`config.mk`:
```
export PLATFORM = sky130hd
export DESIGN_NAME = fb_frame_draw_ctrl_flat
export DESIGN_NICKNAME = d
export VERILOG_FILES = /design/src/rtl/fb_frame_draw_ctrl_if.sv /design/src/rtl/fb_frame_draw_ctrl.sv /design/src/flat_wrapper.sv
export SDC_FILE = /design/constraint.sdc
export NUM_CORES = 1
export LEC_CHECK = 0
export BUFFER_PORTS_ARGS = -buffer_cell sky130_fd_sc_hd__buf_2
export CORE_ASPECT_RATIO = 1.4
export CORE_MARGIN = 2
export CORE_UTILIZATION = 48
export CTS_BUF_LIST = sky130_fd_sc_hd__clkbuf_8
export CTS_CLUSTER_SIZE = 40
export DETAILED_ROUTE_END_ITERATION = 16
export PLACE_DENSITY = 0.69
export SLEW_MARGIN = 20
export SYNTH_ARGS = -nofsm -noshare
export SYNTH_HDL_FRONTEND = slang
export SYNTH_SLANG_ARGS = --single-unit
```
`constraint.sdc`:
```
create_clock -name clk -period 4.45 [get_ports clk]
set_input_delay 0.89 -clock clk [delete_from_list [all_inputs] [get_ports clk]]
set_output_delay 0.89 -clock clk [all_outputs]
set_load 0.005 [all_outputs]
```
`src/rtl/fb_frame_draw_ctrl_if.sv`:
```
// Sample-source handshake and framebuffer write port for the frame draw controller.
// The controller is the master: it requests samples and drives pixel writes.
interface fb_frame_draw_ctrl_if;
    logic       sample_req;
    logic [9:0] sample_idx;
    logic       sample_valid;
    logic [8:0] sample_y;
    logic [9:0] x;
    logic [8:0] y;
    logic       pixel_color;
    logic       pixel_write;

    modport master (
        output sample_req, sample_idx, x, y, pixel_color, pixel_write,
        input  sample_valid, sample_y
    );

    modport slave (
        input  sample_req, sample_idx, x, y, pixel_color, pixel_write,
        output sample_valid, sample_y
    );
endinterface

```
`src/rtl/fb_frame_draw_ctrl.sv`:
```
// Per-frame sequencer: clears the back buffer, fetches one sample per column,
// then plots the waveform as vertical segments joining adjacent samples.
module fb_frame_draw_ctrl #(
    parameter int WIDTH  = 640,
    parameter int HEIGHT = 480
) (
    input  logic                        clk,
    input  logic                        rst,
    input  logic                        i_frame_start,
    fb_frame_draw_ctrl_if.master        draw_bus,
    output logic                        o_busy,
    output logic                        o_frame_done,
    output logic                        o_frame_drop
);
    localparam logic [2:0] S_IDLE  = 3'd0;
    localparam logic [2:0] S_CLEAR = 3'd1;
    localparam logic [2:0] S_FETCH = 3'd2;
    localparam logic [2:0] S_DRAW  = 3'd3;
    localparam logic [2:0] S_DONE  = 3'd4;

    localparam logic [9:0] X_LAST = 10'(WIDTH - 1);
    localparam logic [8:0] Y_LAST = 9'(HEIGHT - 1);

    logic [2:0] r_state;
    logic [9:0] r_x;
    logic [8:0] r_y;
    logic [8:0] r_ye;
    logic [8:0] r_prev;
    logic [9:0] r_idx;
    logic       r_color;
    logic       r_write;
    logic       r_req;
    logic       r_busy;
    logic       r_done;
    logic       r_drop;

    logic [8:0] w_cur;
    logic [8:0] w_prev;
    logic [8:0] w_ys;
    logic [8:0] w_ye;

    // The first column has no predecessor, so its segment collapses to one pixel.
    always_comb begin
        w_cur  = (draw_bus.sample_y > Y_LAST) ? Y_LAST : draw_bus.sample_y;
        w_prev = (r_idx == 10'd0) ? w_cur : r_prev;
        w_ys   = (w_prev < w_cur) ? w_prev : w_cur;
        w_ye   = (w_prev < w_cur) ? w_cur : w_prev;
    end

    always_ff @(posedge clk) begin
        if (rst) begin
            r_state <= S_IDLE;
            r_x     <= '0;
            r_y     <= '0;
            r_ye    <= '0;
            r_prev  <= '0;
            r_idx   <= '0;
            r_color <= 1'b0;
            r_write <= 1'b0;
            r_req   <= 1'b0;
            r_busy  <= 1'b0;
            r_done  <= 1'b0;
            r_drop  <= 1'b0;
        end else begin
            r_drop <= i_frame_start && (r_state != S_IDLE);
            r_done <= 1'b0;
            case (r_state)
                S_IDLE: begin
                    if (i_frame_start) begin
                        r_state <= S_CLEAR;
                        r_x     <= '0;
                        r_y     <= '0;
                        r_color <= 1'b0;
                        r_write <= 1'b1;
                        r_busy  <= 1'b1;
                    end
                end
                S_CLEAR: begin
                    if (r_x == X_LAST && r_y == Y_LAST) begin
                        r_state <= S_FETCH;
                        r_write <= 1'b0;
                        r_req   <= 1'b1;
                        r_idx   <= '0;
                    end else if (r_x == X_LAST) begin
                        r_x <= '0;
                        r_y <= r_y + 9'd1;
                    end else begin
                        r_x <= r_x + 10'd1;
                    end
                end
                // The sample is consumed here, so it becomes the predecessor right away.
                S_FETCH: begin
                    if (draw_bus.sample_valid) begin
                        r_state <= S_DRAW;
                        r_req   <= 1'b0;
                        r_write <= 1'b1;
                        r_color <= 1'b1;
                        r_x     <= r_idx;
                        r_y     <= w_ys;
                        r_ye    <= w_ye;
                        r_prev  <= w_cur;
                    end
                end
                S_DRAW: begin
                    if (r_y == r_ye) begin
                        r_write <= 1'b0;
                        if (r_idx == X_LAST) begin
                            r_state <= S_DONE;
                            r_done  <= 1'b1;
                        end else begin
                            r_state <= S_FETCH;
                            r_idx   <= r_idx + 10'd1;
                            r_req   <= 1'b1;
                        end
                    end else begin
                        r_y <= r_y + 9'd1;
                    end
                end
                S_DONE: begin
                    r_state <= S_IDLE;
                    r_busy  <= 1'b0;
                end
                default: begin
                    r_state <= S_IDLE;
                    r_write <= 1'b0;
                    r_req   <= 1'b0;
                    r_busy  <= 1'b0;
                end
            endcase
        end
    end

    assign draw_bus.sample_req  = r_req;
    assign draw_bus.sample_idx  = r_idx;
    assign draw_bus.x           = r_x;
    assign draw_bus.y           = r_y;
    assign draw_bus.pixel_color = r_color;
    assign draw_bus.pixel_write = r_write;
    assign o_busy               = r_busy;
    assign o_frame_done         = r_done;
    assign o_frame_drop         = r_drop;
endmodule

```
`src/flat_wrapper.sv`:
```
// flat-port wrapper written by rule: the top's interface ports become plain ports
module fb_frame_draw_ctrl_flat 
#(
    parameter int WIDTH  = 640,
    parameter int HEIGHT = 480
)
  (clk, rst, i_frame_start, o_busy, o_frame_done, o_frame_drop, draw_bus_sample_req, draw_bus_sample_idx, draw_bus_x, draw_bus_y, draw_bus_pixel_color, draw_bus_pixel_write, draw_bus_sample_valid, draw_bus_sample_y);
  fb_frame_draw_ctrl_if draw_bus_i ();
  input  logic clk;
  input  logic rst;
  input  logic i_frame_start;
  output logic o_busy;
  output logic o_frame_done;
  output logic o_frame_drop;
  output wire logic [$bits(draw_bus_i.sample_req)-1:0] draw_bus_sample_req;
  output wire logic [$bits(draw_bus_i.sample_idx)-1:0] draw_bus_sample_idx;
  output wire logic [$bits(draw_bus_i.x)-1:0] draw_bus_x;
  output wire logic [$bits(draw_bus_i.y)-1:0] draw_bus_y;
  output wire logic [$bits(draw_bus_i.pixel_color)-1:0] draw_bus_pixel_color;
  output wire logic [$bits(draw_bus_i.pixel_write)-1:0] draw_bus_pixel_write;
  input wire logic [$bits(draw_bus_i.sample_valid)-1:0] draw_bus_sample_valid;
  input wire logic [$bits(draw_bus_i.sample_y)-1:0] draw_bus_sample_y;
  assign draw_bus_sample_req = draw_bus_i.sample_req;
  assign draw_bus_sample_idx = draw_bus_i.sample_idx;
  assign draw_bus_x = draw_bus_i.x;
  assign draw_bus_y = draw_bus_i.y;
  assign draw_bus_pixel_color = draw_bus_i.pixel_color;
  assign draw_bus_pixel_write = draw_bus_i.pixel_write;
  assign draw_bus_i.sample_valid = draw_bus_sample_valid;
  assign draw_bus_i.sample_y = draw_bus_sample_y;
  fb_frame_draw_ctrl #(.WIDTH(WIDTH), .HEIGHT(HEIGHT)) u_core (.clk(clk), .rst(rst), .i_frame_start(i_frame_start), .draw_bus(draw_bus_i), .o_busy(o_busy), .o_frame_done(o_frame_done), .o_frame_drop(o_frame_drop));
endmodule
```
==> flow_summary.json <==
{
  "total_leakage_power_nw": 1.513,
  "grt_busiest_layer": "met2",
  "ir_drop_v": 0.0001242,
  "startpoint": "draw_bus_sample_y[8]",
  "clockBufferDepth": 2,
  "power_density_nw_per_um2": 297.9,
  "antenna_cells": 0,
  "routabilityCongestion": 0.8511,
  "ys_warn_count": 0,
  "vias": 3379,
  "async_reset_ff_share_pct": 0,
  "slew_viol_final": 0,
  "dieWidth_um": 75.91,
  "ys_types": 58,
  "cts_tree": "done",
  "reg2reg_to": "u_core.draw_bus.y[0]",
  "gr-usage-met1_pct": 27.35,
  "fin_area_um2": 3829,
  "rsz0062_at_grt": "false",
  "drc": 0,
  "period_share_pct": 80.97,
  "avgRoutedWirePerCell_um": 16.29,
  "overflow": 0,
  "setup.worst_path.class": "in2reg",
  "pin_count": 48,
  "r2r_setup_slack_ns": 0.92,
  "ys_seq_area_share_pct": 32.27,
  "grt_pass1_vias": 3137,
  "via_per_inst": 5.866,
  "fmax_mhz": 277.6,
  "skew_ns": 0.004475,
  "grt_antenna_before_repair": 0,
  "required_ns": 4.61,
  "drtIter0Drc": 272,
  "port_buffers": 47,
  "post_cts_buffers": 0,
  "start_util_pct": 49.77,
  "synth-seq-cells": 56,
  "fin_hold_ws_ns": 0.4696,
  "hold_buffers": 0,
  "grt.met2_usage_pct": 43.24,
  "cts.sinks": 56,
  "clock_latency_ns": 0.31,
  "syn_inst": 449,
  "finalSetupViolCount": 0,
  "drt-pass1-iter-count": 4,
  "coreArea_um2": 6982,
  "syn_avg_cell_area_um2": 7.738,
  "hpwlAfterDp_mm": 6.762,
  "min_period_ns": 3.603,
  "slew_headroom_pct": 36.03,
  "htreeDepth": 2,
  "synthesis.area_um2": 3475,
  "dieArea_um2": 7945,
  "wirelength_mm": 9.381,
  "status": "completed",
  "row_count": 36,
  "fp.dieH_um": 104.7,
  "crit_path_max_fanout": 9,
  "regArea_um2": 1121,
  "placed_cell_area_um2": 3732,
  "syn_nets": 474,
  "crit_path_end": "u_core.draw_bus.y[0]",
  "power_mw": 1.141,
  "regToRegStartpoint": "u_core.draw_bus.sample_idx[0]",
  "grt_pass1_wl_mm": 15.38,
  "drive_above_1_share_pct": 15.80,
  "critPathLaunchType": "primary input",
  "fin_nets": 506,
  "synth_flop_cell": "dfxtp_1",
  "cts_resized": 0,
  "cts.clk_slew.worst_paths_ns": 0.09,
  "crit_arrival_ns": 3.76,
  "clockRootBuffer": "clkbuf_8",
  "tightest_slew_ns": 0.9595,
  "drtAntennaViolNets": 0,
  "worstSetupEndpointType": "flop",
  "worstHoldPathType": "reg2reg",
  "drv_cap": 0,
  "hold_viol_final": 0,
  "grt_max_degree": 52,
  "grt_util_all_layers_pct": 23.53,
  "area_delta_synth_final_pct": 10.19,
  "synth-edff-count": 0,
  "multi_input_comb_area_um2": 2197,
  "grt_use_met3_pct": 3.109,
  "fillers": 698,
  "setup_tns_ns": 0,
  "rr_worst_depth": 15,
  "cts_buffers": 5
}
## cells by family after synthesis
logic type	after synthesis	share of synthesized area (%)
adders and majority gates	12	4.321
xor gates and xnor gates	22	5.545
AOI/OAI and AO/OA	122	22.61
DFF	56	32.27
and+or+nand+nor	196	28.92
muxes	6	1.836
buffers and inverters	35	4.501
## flip-flops by register name, summed over array words and instances (netlist names), 3 cells and up
name	flops
u_core.draw_bus.x	10
u_core.r_state	3
u_core.draw_bus.y	9
u_core.r_prev	9
u_core.draw_bus.sample_idx	10
u_core.r_ye	9
## routing by layer
metal  wire length (um)  vias up
li1                   -     1686
met4                222        0
met2               4907       86
met1               3880     1591
met5                  0        -
met3                370       16
## area by class of cell
type / count / share of cell area (%)
inverter: 10 / 0.9804
clock buffer: 7 / 2.516
timing repair buffer: 50 / 6.732
tap: 95 / 3.105
multi-input combinational: 358 / 57.39
sequential: 56 / 29.28
## per-stage QoR
step | utilization (%) | setup WS (ns) | std cells
detailed placement | 53.46 | 0.5249 | 569
global placement | 53.46 | 0.6237 | 569
finish | 54.84 | 0.8470 | 576
CTS | 54.84 | 0.8478 | 576
global route | 54.84 | 0.5709 | 576
floorplan | - | 1.205 | 449
## power by group
group / internal, mW / switching, mW
Sequential: 0.528 / 0.0417
Clock: 0.139 / 0.163
Combinational: 0.0984 / 0.171
## worst min path at each step
stage / from / slack (ns) / end / cells after the start
global placement: u_core.r_ye[7] / 0.46 / u_core.r_ye[7] / 2
CTS: u_core.r_ye[6] / 0.47 / u_core.r_ye[6] / 2
detailed placement: u_core.r_ye[6] / 0.46 / u_core.r_ye[6] / 2
global route: u_core.r_ye[6] / 0.49 / u_core.r_ye[6] / 2
finish: u_core.r_ye[6] / 0.47 / u_core.r_ye[6] / 2
floorplan: u_core.r_ye[6] / 0.44 / u_core.r_ye[6] / 2
## worst max-delay path: stages
cell and delay [ns]:
buf_2 0.13, nand3_1 0.10, nor2_1 0.27, nor2_1 0.16
o21ai_0 0.23, ha_1 0.31, a21oi_1 0.16, a31oi_1 0.18
a2111oi_4 0.51, buf_4 0.25, mux2_2 0.34, a21oi_1 0.14
a211oi_1 0.08
## cell usage in the layout (no fill, tap or decap), types with 6 or more instances in the layout
master	netlist	routed
a211oi_1	12	12
a21oi_1	32	32
a22oi_1	11	11
buf_2	3	47
clkbuf_8	0	7
dfxtp_1	56	56
ha_1	12	12
inv_1	10	10
nand2_1	54	54
nand3_1	18	18
nand4_1	9	9
nor2_1	48	48
nor3_1	16	16
o211ai_1	10	10
o21ai_0	32	32
xnor2_1	6	6
xor2_1	16	16
## cell usage after synthesis, types with 4 or more instances
library cell	instances	area share, %
a21oi_1	32	4.6
nand4_1	9	1.6
inv_1	10	1.1
and2_1	5	0.90
o21ai_0	32	4.6
xor2_1	16	4.0
nand2_1	54	5.8
nor2_1	48	5.2
and4_1	4	1.0
clkbuf_1	16	1.7
a31oi_1	4	0.72
nand3_1	18	2.6
a22oi_1	11	2.4
ha_1	12	4.3
o211ai_1	10	2.2
xnor2_1	6	1.5
nor3_1	16	2.3
nand2b_1	5	0.90
and3_1	5	0.90
nor2b_1	5	0.90
dfxtp_1	56	32
o21a_1	4	0.86
a211oi_1	12	2.6
(Power assumes the default switching activity.)
